## src/rtl/uartprobe_axi_pkg.sv

```systemverilog
// Shared definitions for the UART probe AXI arbiter: FSM encoding, AXI response
// codes and the fixed single-byte transfer attributes.
package uartprobe_axi_pkg;

  typedef enum logic [1:0] {
    ST_IDLE = 2'd0,
    ST_ADDR = 2'd1,
    ST_RESP = 2'd2,
    ST_DONE = 2'd3
  } axi_state_e;

  localparam logic [1:0] RESP_OKAY    = 2'b00;
  localparam logic [1:0] RESP_SLVERR  = 2'b10;
  localparam logic [1:0] RESP_TIMEOUT = 2'b11;

  localparam logic [2:0] AXI_SIZE_BYTE  = 3'b000;
  localparam logic       AXI_WSTRB_BYTE = 1'b1;

  localparam int unsigned TIMEOUT_W = 16;

  // On a tie the requester that did not win last time is chosen.
  function automatic logic rr_pick(input logic [1:0] req, input logic last);
    if (req == 2'b11) return ~last;
    return req[1];
  endfunction

endpackage

```

## src/rtl/uartprobe_rr_arb.sv

```systemverilog
// Two-way round-robin grant; last_grant only advances when the grant is taken.
module uartprobe_rr_arb
  import uartprobe_axi_pkg::*;
(
  input  logic       clk,
  input  logic       aresetn,
  input  logic [1:0] req_i,
  input  logic       update_i,
  output logic       gnt_valid_o,
  output logic       gnt_id_o
);

  logic last_q, last_d;

  assign gnt_valid_o = |req_i;
  assign gnt_id_o    = rr_pick(req_i, last_q);

  always_comb begin
    last_d = last_q;
    if (update_i) last_d = gnt_id_o;
  end

  always_ff @(posedge clk or negedge aresetn) begin
    if (!aresetn) last_q <= 1'b1;
    else          last_q <= last_d;
  end

endmodule

```

## src/rtl/uartprobe_axi_arb.sv

```systemverilog
// Shares the probe's byte-wide AXI master port between two requesters, one
// single-beat transaction at a time, with a response timeout.
module uartprobe_axi_arb
  import uartprobe_axi_pkg::*;
#(
  parameter int unsigned TIMEOUT_CYCLES = 1024,
  parameter int unsigned AXI_ADDR_W     = 32
) (
  input  logic                  clk,
  input  logic                  aresetn,

  input  logic                  s0_req_valid,
  output logic                  s0_req_ready,
  input  logic                  s0_req_write,
  input  logic [AXI_ADDR_W-1:0] s0_req_addr,
  input  logic [7:0]            s0_req_wdata,
  output logic                  s0_rsp_valid,
  output logic [7:0]            s0_rsp_rdata,
  output logic [1:0]            s0_rsp_resp,

  input  logic                  s1_req_valid,
  output logic                  s1_req_ready,
  input  logic                  s1_req_write,
  input  logic [AXI_ADDR_W-1:0] s1_req_addr,
  input  logic [7:0]            s1_req_wdata,
  output logic                  s1_rsp_valid,
  output logic [7:0]            s1_rsp_rdata,
  output logic [1:0]            s1_rsp_resp,

  output logic [AXI_ADDR_W-1:0] m_axi_araddr,
  output logic [2:0]            m_axi_arsize,
  output logic                  m_axi_arvalid,
  input  logic                  m_axi_arready,
  output logic [AXI_ADDR_W-1:0] m_axi_awaddr,
  output logic [2:0]            m_axi_awsize,
  output logic                  m_axi_awvalid,
  input  logic                  m_axi_awready,
  output logic [7:0]            m_axi_wdata,
  output logic                  m_axi_wstrb,
  output logic                  m_axi_wvalid,
  input  logic                  m_axi_wready,
  input  logic                  m_axi_rvalid,
  input  logic [7:0]            m_axi_rdata,
  input  logic [1:0]            m_axi_rresp,
  output logic                  m_axi_rready,
  input  logic                  m_axi_bvalid,
  input  logic [1:0]            m_axi_bresp,
  output logic                  m_axi_bready
);

  localparam bit                   TO_EN   = (TIMEOUT_CYCLES != 0);
  localparam logic [TIMEOUT_W-1:0] TO_LAST = TO_EN ? TIMEOUT_W'(TIMEOUT_CYCLES - 1) : '0;

  axi_state_e            state_q, state_d;
  logic                  gnt_id_q, gnt_id_d;
  logic                  write_q, write_d;
  logic [AXI_ADDR_W-1:0] addr_q, addr_d;
  logic [7:0]            wdata_q, wdata_d;
  logic                  arvalid_q, arvalid_d;
  logic                  awvalid_q, awvalid_d;
  logic                  wvalid_q, wvalid_d;
  logic [7:0]            rdata_q, rdata_d;
  logic [1:0]            resp_q, resp_d;
  logic [TIMEOUT_W-1:0]  cnt_q, cnt_d;

  logic gnt_valid, gnt_id, accept;
  logic aw_done, w_done, ar_done, timeout_hit;

  uartprobe_rr_arb u_rr_arb (
    .clk         (clk),
    .aresetn     (aresetn),
    .req_i       ({s1_req_valid, s0_req_valid}),
    .update_i    (accept),
    .gnt_valid_o (gnt_valid),
    .gnt_id_o    (gnt_id)
  );

  // Ready is gated by reset so nothing looks accepted while the port is held in reset.
  assign accept       = aresetn && (state_q == ST_IDLE) && gnt_valid;
  assign s0_req_ready = accept && !gnt_id;
  assign s1_req_ready = accept &&  gnt_id;

  // A channel counts as done once its valid has dropped or is being accepted now.
  assign aw_done     = !awvalid_q || m_axi_awready;
  assign w_done      = !wvalid_q  || m_axi_wready;
  assign ar_done     = arvalid_q  && m_axi_arready;
  assign timeout_hit = TO_EN && (cnt_q == TO_LAST);

  always_comb begin
    state_d   = state_q;
    gnt_id_d  = gnt_id_q;
    write_d   = write_q;
    addr_d    = addr_q;
    wdata_d   = wdata_q;
    arvalid_d = arvalid_q;
    awvalid_d = awvalid_q;
    wvalid_d  = wvalid_q;
    rdata_d   = rdata_q;
    resp_d    = resp_q;
    cnt_d     = cnt_q;

    unique case (state_q)
      ST_IDLE: begin
        if (accept) begin
          gnt_id_d  = gnt_id;
          write_d   = gnt_id ? s1_req_write : s0_req_write;
          addr_d    = gnt_id ? s1_req_addr  : s0_req_addr;
          wdata_d   = gnt_id ? s1_req_wdata : s0_req_wdata;
          arvalid_d = !write_d;
          awvalid_d = write_d;
          wvalid_d  = write_d;
          cnt_d     = '0;
          state_d   = ST_ADDR;
        end
      end
      ST_ADDR: begin
        cnt_d = cnt_q + 1'b1;
        if (timeout_hit) begin
          arvalid_d = 1'b0;
          awvalid_d = 1'b0;
          wvalid_d  = 1'b0;
          rdata_d   = '0;
          resp_d    = RESP_TIMEOUT;
          state_d   = ST_DONE;
        end else if (write_q) begin
          awvalid_d = awvalid_q && !m_axi_awready;
          wvalid_d  = wvalid_q  && !m_axi_wready;
          if (aw_done && w_done) state_d = ST_RESP;
        end else if (ar_done) begin
          arvalid_d = 1'b0;
          state_d   = ST_RESP;
        end
      end
      ST_RESP: begin
        cnt_d = cnt_q + 1'b1;
        // A matching response takes priority over a timeout in the same cycle.
        if (!write_q && m_axi_rvalid) begin
          rdata_d = m_axi_rdata;
          resp_d  = m_axi_rresp;
          state_d = ST_DONE;
        end else if (write_q && m_axi_bvalid) begin
          rdata_d = '0;
          resp_d  = m_axi_bresp;
          state_d = ST_DONE;
        end else if (timeout_hit) begin
          rdata_d = '0;
          resp_d  = RESP_TIMEOUT;
          state_d = ST_DONE;
        end
      end
      ST_DONE: state_d = ST_IDLE;
      default: state_d = ST_IDLE;
    endcase
  end

  always_ff @(posedge clk or negedge aresetn) begin
    if (!aresetn) begin
      state_q   <= ST_IDLE;
      gnt_id_q  <= 1'b0;
      write_q   <= 1'b0;
      addr_q    <= '0;
      wdata_q   <= '0;
      arvalid_q <= 1'b0;
      awvalid_q <= 1'b0;
      wvalid_q  <= 1'b0;
      rdata_q   <= '0;
      resp_q    <= '0;
      cnt_q     <= '0;
    end else begin
      state_q   <= state_d;
      gnt_id_q  <= gnt_id_d;
      write_q   <= write_d;
      addr_q    <= addr_d;
      wdata_q   <= wdata_d;
      arvalid_q <= arvalid_d;
      awvalid_q <= awvalid_d;
      wvalid_q  <= wvalid_d;
      rdata_q   <= rdata_d;
      resp_q    <= resp_d;
      cnt_q     <= cnt_d;
    end
  end

  assign s0_rsp_valid = (state_q == ST_DONE) && !gnt_id_q;
  assign s1_rsp_valid = (state_q == ST_DONE) &&  gnt_id_q;
  assign s0_rsp_rdata = rdata_q;
  assign s1_rsp_rdata = rdata_q;
  assign s0_rsp_resp  = resp_q;
  assign s1_rsp_resp  = resp_q;

  assign m_axi_araddr  = addr_q;
  assign m_axi_awaddr  = addr_q;
  assign m_axi_arsize  = AXI_SIZE_BYTE;
  assign m_axi_awsize  = AXI_SIZE_BYTE;
  assign m_axi_wstrb   = AXI_WSTRB_BYTE;
  assign m_axi_arvalid = arvalid_q;
  assign m_axi_awvalid = awvalid_q;
  assign m_axi_wvalid  = wvalid_q;
  assign m_axi_wdata   = wdata_q;
  assign m_axi_rready  = 1'b1;
  assign m_axi_bready  = 1'b1;

endmodule
```

## config.mk

```make
export PLATFORM = sky130hd
export DESIGN_NAME = uartprobe_axi_arb
export DESIGN_NICKNAME = d
export VERILOG_FILES = /design/src/rtl/uartprobe_axi_pkg.sv /design/src/rtl/uartprobe_rr_arb.sv /design/src/rtl/uartprobe_axi_arb.sv
export SDC_FILE = /design/constraint.sdc
export NUM_CORES = 1
export LEC_CHECK = 0
export CORE_ASPECT_RATIO = 1.5
export CORE_UTILIZATION = 41
export CTS_BUF_LIST = sky130_fd_sc_hd__clkbuf_4
export DETAILED_ROUTE_END_ITERATION = 12
export PLACE_DENSITY = 0.83
export SYNTH_ARGS = -nofsm -noshare
export SYNTH_HDL_FRONTEND = slang
export SYNTH_HIERARCHICAL = 1
export SYNTH_SLANG_ARGS = --single-unit
```

## constraint.sdc

```tcl
create_clock -name clk -period 3.5 [get_ports clk]
set_clock_uncertainty 0.2 [all_clocks]
set_input_delay 1.05 -clock clk [delete_from_list [all_inputs] [get_ports clk]]
set_output_delay 1.05 -clock clk [all_outputs]
set_load 0.005 [all_outputs]
```

; Word-level counts from Yosys, hierarchy flattened
; Index checks and enable logic that the tools add are counted.
[totals]
regBits = 74
in_bits = 103
output_inout_bits = 108
[classes]
addsub = 1
n_eq_ne = 12
mux = 37
bitwise = 1
n_reduce_logical = 33
[op_table]
columns = operator, n
row1 = $mux 32, 1
row2 = $mux 8, 4
row3 = $pmux 16 s2, 1
row4 = $mux 2, 11
row5 = $add 16x1->16 const B, 1
row6 = $eq 16x10->1 const B, 1
row7 = $mux 16, 1
row8 = $pmux 8 s2, 1
row9 = $mux 1, 13
row10 = $logic_and 1x1->1, 12
row11 = $ne 4x4->1 const B, 3
row12 = $ne 3x3->1 const B, 3
row13 = $logic_not 1->1, 8
row14 = $pmux 2 s4, 1
row15 = $reduce_and 4->1, 2
row16 = $eq 2x2->1 const B, 3
row17 = $pmux 1 s2, 3
row18 = $reduce_bool 2->1, 3
row19 = $pmux 2 s2, 1
row20 = $reduce_and 2->1, 2
row21 = $reduce_or 2->1, 2
row22 = $reduce_and 3->1, 1
row23 = $eq 2x1->1 const B, 1
row24 = $logic_not 2->1, 1
row25 = 3 further kinds, 4

; Depth between registers and ports, before layout
[logic_depth]
ltp_word = 7
mapped_depth = 8
depth_no_buf = 7

; Cells and area by module
; The synthesis kept the hierarchy.
[modules_own_cells]
columns = mod, n_inst, cells_per_inst, area_each_um2, seq_area_each_um2
row1 = uartprobe_axi_arb, 1, 409, 3996.3, 1826.8
row2 = uartprobe_rr_arb, 1, 4, 58.8, 26.3

; Worst setup path before layout
; OpenSTA, ideal clock, no wires.
[synth_timing]
path_kind = input to output
from = input port s1_req_valid
to = output port s0_req_ready
t_arrival_ps = 2291
path_slack_ps = -41
stages = 6
n_path_buf = 3
path_cell_list = or2_1 nand3_1 clkbuf_1 clkbuf_1 clkbuf_1 nor2_1
[synth_via]
elab_chain_len = 5
word_cells_on_any_way = 7
[synth_lines]
columns = item, line
row1 = start: declaration, uartprobe_axi_arb.sv:21  ; input logic s1_req_valid,
row2 = $eq 2x2->1, uartprobe_axi_pkg.sv:23  ; if (req == 2'b11) return ~last;
row3 = $mux 1, uartprobe_axi_pkg.sv:23
row4 = $mux 1, uartprobe_axi_pkg.sv:24  ; return req[1];
row5 = $logic_not 1->1, uartprobe_axi_arb.sv:80  ; assign s0_req_ready = accept && !gnt_id;
row6 = $logic_and 1x1->1 *, uartprobe_axi_arb.sv:80
row7 = end: declaration, uartprobe_axi_arb.sv:13  ; output logic s0_req_ready,
; Every way passes the cells marked *; elsewhere a longest branch is shown, timed or not.

; Final worst setup path
[layout_timing]
from = input port s0_req_valid
to = output port s1_req_ready
[layout_via]
word_cells_on_any_way = 6
[layout_lines]
columns = item, line
row1 = start: declaration, uartprobe_axi_arb.sv:12  ; input logic s0_req_valid,
row2 = $reduce_or 2->1, uartprobe_rr_arb.sv:15  ; assign gnt_valid_o = |req_i;
row3 = named net gnt_valid, uartprobe_axi_arb.sv:66  ; logic gnt_valid, gnt_id, accept;
row4 = $logic_and 1x1->1, uartprobe_axi_arb.sv:79  ; assign accept = aresetn && (state_q == ST_IDLE) && gnt_valid;
row5 = named net accept, uartprobe_axi_arb.sv:66
row6 = $logic_and 1x1->1, uartprobe_axi_arb.sv:81  ; assign s1_req_ready = accept && gnt_id;
row7 = end: declaration, uartprobe_axi_arb.sv:22  ; output logic s1_req_ready,
; The timed path passes the listed nets, and every way through them passes these cells.

==> results.md <==
- Worst-path fanout max: 4
- Routed wire length: 10800 um
- EDFF count, synth: 0
- Syn avg cell area: 9.82 sq um
- Vias in the first global route: 3643
- Clock Power Share: 10.2%
- Combinational share of power: 52.8%
- Fin crit share: 97.5%
- WL/cell: 15.5 um
- Seq/Total Area, Yosys: 45.7%
- Endpoints failing setup: 0
- Flop pwr share: 36.9%
- Die H: 124 um
- Hold EP: m_axi_wdata[4]$_DFFE_PN0P_
- DRT iter0 DRCs: 159
- Die area: 10300 sq um
- Startpoint of the worst hold path: m_axi_wdata[4]$_DFFE_PN0P_
- Crit path time final: 3.41 ns
- Commonest non-fill, non-tap cell in the layout: clkdlybuf4s50_1
- Core Util, Final: 62.2%
- DRT Pass-1 Iters: 4
- Crit path launch type: input port
- Max Freq: 0.293 GHz
- Total core area: 9630 sq um
- Fillers: 831
- Worst Max-Slew Pin Slew: 0.931 ns
- Worst Setup End Kind: output pin
- CTS tree: yes
- TritonCTS buffer count: 9
- Worst-Skew Late Latency: 0.41 ns
- RSZ-0062 raised after global routing: no
- PortBufs: 201
- Internal power: 2680 uW
- Max Transition Viols Final: 0
- Starting Density: 42.1%
- Die X: 83.2 um
- Worst-path clk slew: 0.11 ns
- Routability Congestion: 0.794
- I/O pin total: 211
- Via density: 5.12
- Routed Antenna Nets: 0
- Hold Path Class: flip-flop to flip-flop
- P_leak: 0.00260 uW
- Max_slew headroom: 37.9%
- Worst vdd ir: 0.367 mV
- Worst reg2reg path endpoint: cnt_q[13]$_DFFE_PN0P_
- Total grt overflow: 0
- Layout Cells excl Fill: 695
- GRT Util Overall: 21.6%
- R2R setup slack: 0.92 ns
- Worst Hold Path Cells: 2
- Cell Pwr Density: 684 nW/um^2
- Initial antenna violation count: 0
- Psw: 1410 uW
- Primary FF master, synth: dfrtp_1
- Via count: 3559
- Detailed Place HPWL: 8270 um
- P&R area growth vs syn: 47.7%
- Clk sink count: 74
- Nets: 686
- First-pass GRT wire length: 17600 um
- Most frequent cells in the layout: clkdlybuf4s50_1 (197), dfrtp_1 (73), nand2_1 (52)
- Placed insts: 677
- Drt drc: 0
- Fin. Hold Viols: 0
- Critical path data required time: 2.25 ns
- Post-Synthesis Cells: 413
- Rows: 44
- Pin count of the biggest net entering global routing: 75
- Worst Reg-to-Reg Cells: 6
- Htree depth: 3
- Area of the multi-input gates: 1750 sq um
- Sequential cell area: 1850 sq um
- Yosys reg bits: 74
- Warnings, synthesis: 6
- CTS Buffer Depth: 2
- CP Class: input port to output pin
- Clk root buf: clkbuf_4
- Reg2reg start: state_q[0]$_DFFE_PN0P_
- Net switching share of the total power: 34.5%
- Post-Syn Area: 4060 sq um
- Max_cap viols: 0
- Cell variety after synth: 48
- Ys async rst share: 100%
- WP data arrival: 2.16 ns
- Setup TNS: 0 ns
- Layout cells sized above 1: 6.91%
- Status: completed
- CTS Hold Bufs: 0
## area by class of cell
| type | count | area share [%] |
|---|---|---|
| diodes | 1 | 0.0418 |
| well taps | 115 | 2.40 |
| flip-flops and latches | 74 | 30.9 |
| clock inverters | 2 | 0.125 |
| multi-input cells | 267 | 29.3 |
| inverters | 9 | 0.564 |
| clock buffers | 11 | 1.38 |
| repair buffers | 216 | 35.3 |
## cell usage after synthesis, drive strengths merged, types with 2 or more instances
cell type / n / area, sq um
a211oi: 4 / 30.0
a21boi: 6 / 48.8
a21oi: 17 / 85.1
a221o: 3 / 30.0
a22o: 9 / 78.8
and2: 3 / 18.8
and3: 2 / 12.5
and4: 2 / 17.5
buf: 55 / 398
clkbuf: 15 / 56.3
conb: 2 / 7.51
dfrtp: 73 / 1830
ha: 6 / 75.1
inv: 9 / 33.8
mux2: 3 / 37.5
mux2i: 42 / 420
nand2: 52 / 195
nand2b: 2 / 12.5
nand3: 5 / 25.0
nand4: 6 / 37.5
nor2: 9 / 33.8
nor2b: 6 / 37.5
nor4: 3 / 33.8
o21ai: 47 / 239
o22ai: 2 / 12.5
o31ai: 5 / 37.5
or2: 2 / 12.5
or3: 4 / 25.0
or4: 6 / 48.8
xnor2: 3 / 26.3
## logic make-up after synthesis
kind of cell / share of synthesized area (%)
XOR/XNOR: 0.864
buffers and inverters: 12.0
multiplexers: 11.3
AO/OA/AOI/OAI: 15.1
AND/OR/NAND/NOR: 13.0
adder cells (fa/ha/maj): 1.85
flip-flops: 45.7
other: 0.185
## worst max-delay path, cell delays in order
cell and delay [ns]:
clkdlybuf4s50_1 0.41, or2_1 0.24, nand3_2 0.11, inv_1 0.06
and2_1 0.16, buf_2 0.13
## flip-flops by register name (all words and copies together) (netlist names)
name and count:
m_axi_awvalid 1, cnt_q 16, state_q 2, m_axi_araddr 32, m_axi_arvalid 1, write_q 1, u_rr_arb/last_q 1, gnt_id_q 1
s0_rsp_rdata 8, m_axi_wdata 8, m_axi_wvalid 1, s0_rsp_resp 2
## power by group through the flow
stage / clock, uW / sequential, uW / combinational (uW)
after global placement: 0 / 1500 / 2110
final: 420 / 1510 / 2160
after floorplan: 0 / 1490 / 1110
after detailed placement: 0 / 1520 / 2180
after CTS: 438 / 1520 / 2190
after global routing: 473 / 1570 / 2370
## worst max-delay path by stage
stage / startpoint / to / slack [ns]
after floorplan: s1_req_valid / s0_req_ready / 0.04
after global placement: s0_req_valid / s1_req_ready / -0.28
after detailed placement: s1_req_valid / s1_req_ready / -0.30
after CTS: s1_req_valid / s0_req_ready / 0.03
after global routing: s0_req_valid / s1_req_ready / 0.002
final: s0_req_valid / s1_req_ready / 0.09
## per-layer routing
layer	GRT usage, %	routed length [um]	vias to the layer above
li1	-	-	1724
met1	23.5	4060	1675
met2	41.9	5920	144
met3	4.04	597	16
met4	7.54	181	0
met5	0	0	-
## per-stage QoR
| stage | area (sq um) | setup WS [ns] | total power [uW] | hold WS, ns |
|---|---|---|---|---|
| 6_report | 5990 | 0.0864 | 4100 | 0.287 |
| 5_1_grt | 5990 | 0.00235 | 4410 | 0.324 |
| 4_1_cts | 5980 | 0.0293 | 4150 | 0.294 |
| 3_5_place_dp | 5880 | -0.296 | 3700 | 0.269 |
| 3_3_place_gp | 5880 | -0.280 | 3610 | 0.266 |
| 2_1_floorplan | 4080 | 0.0360 | 2600 | 0.265 |
## what timing repair did
action | 4_1_cts | 5_1_grt
endpoints found under the setup margin | 2 | 2
setup buffers | 3 | 1
resized for setup | 5 | 3
cloned | 0 | 0
pin swaps | 2 | 2
No activity file was read; power rests on OpenSTA's default activity.
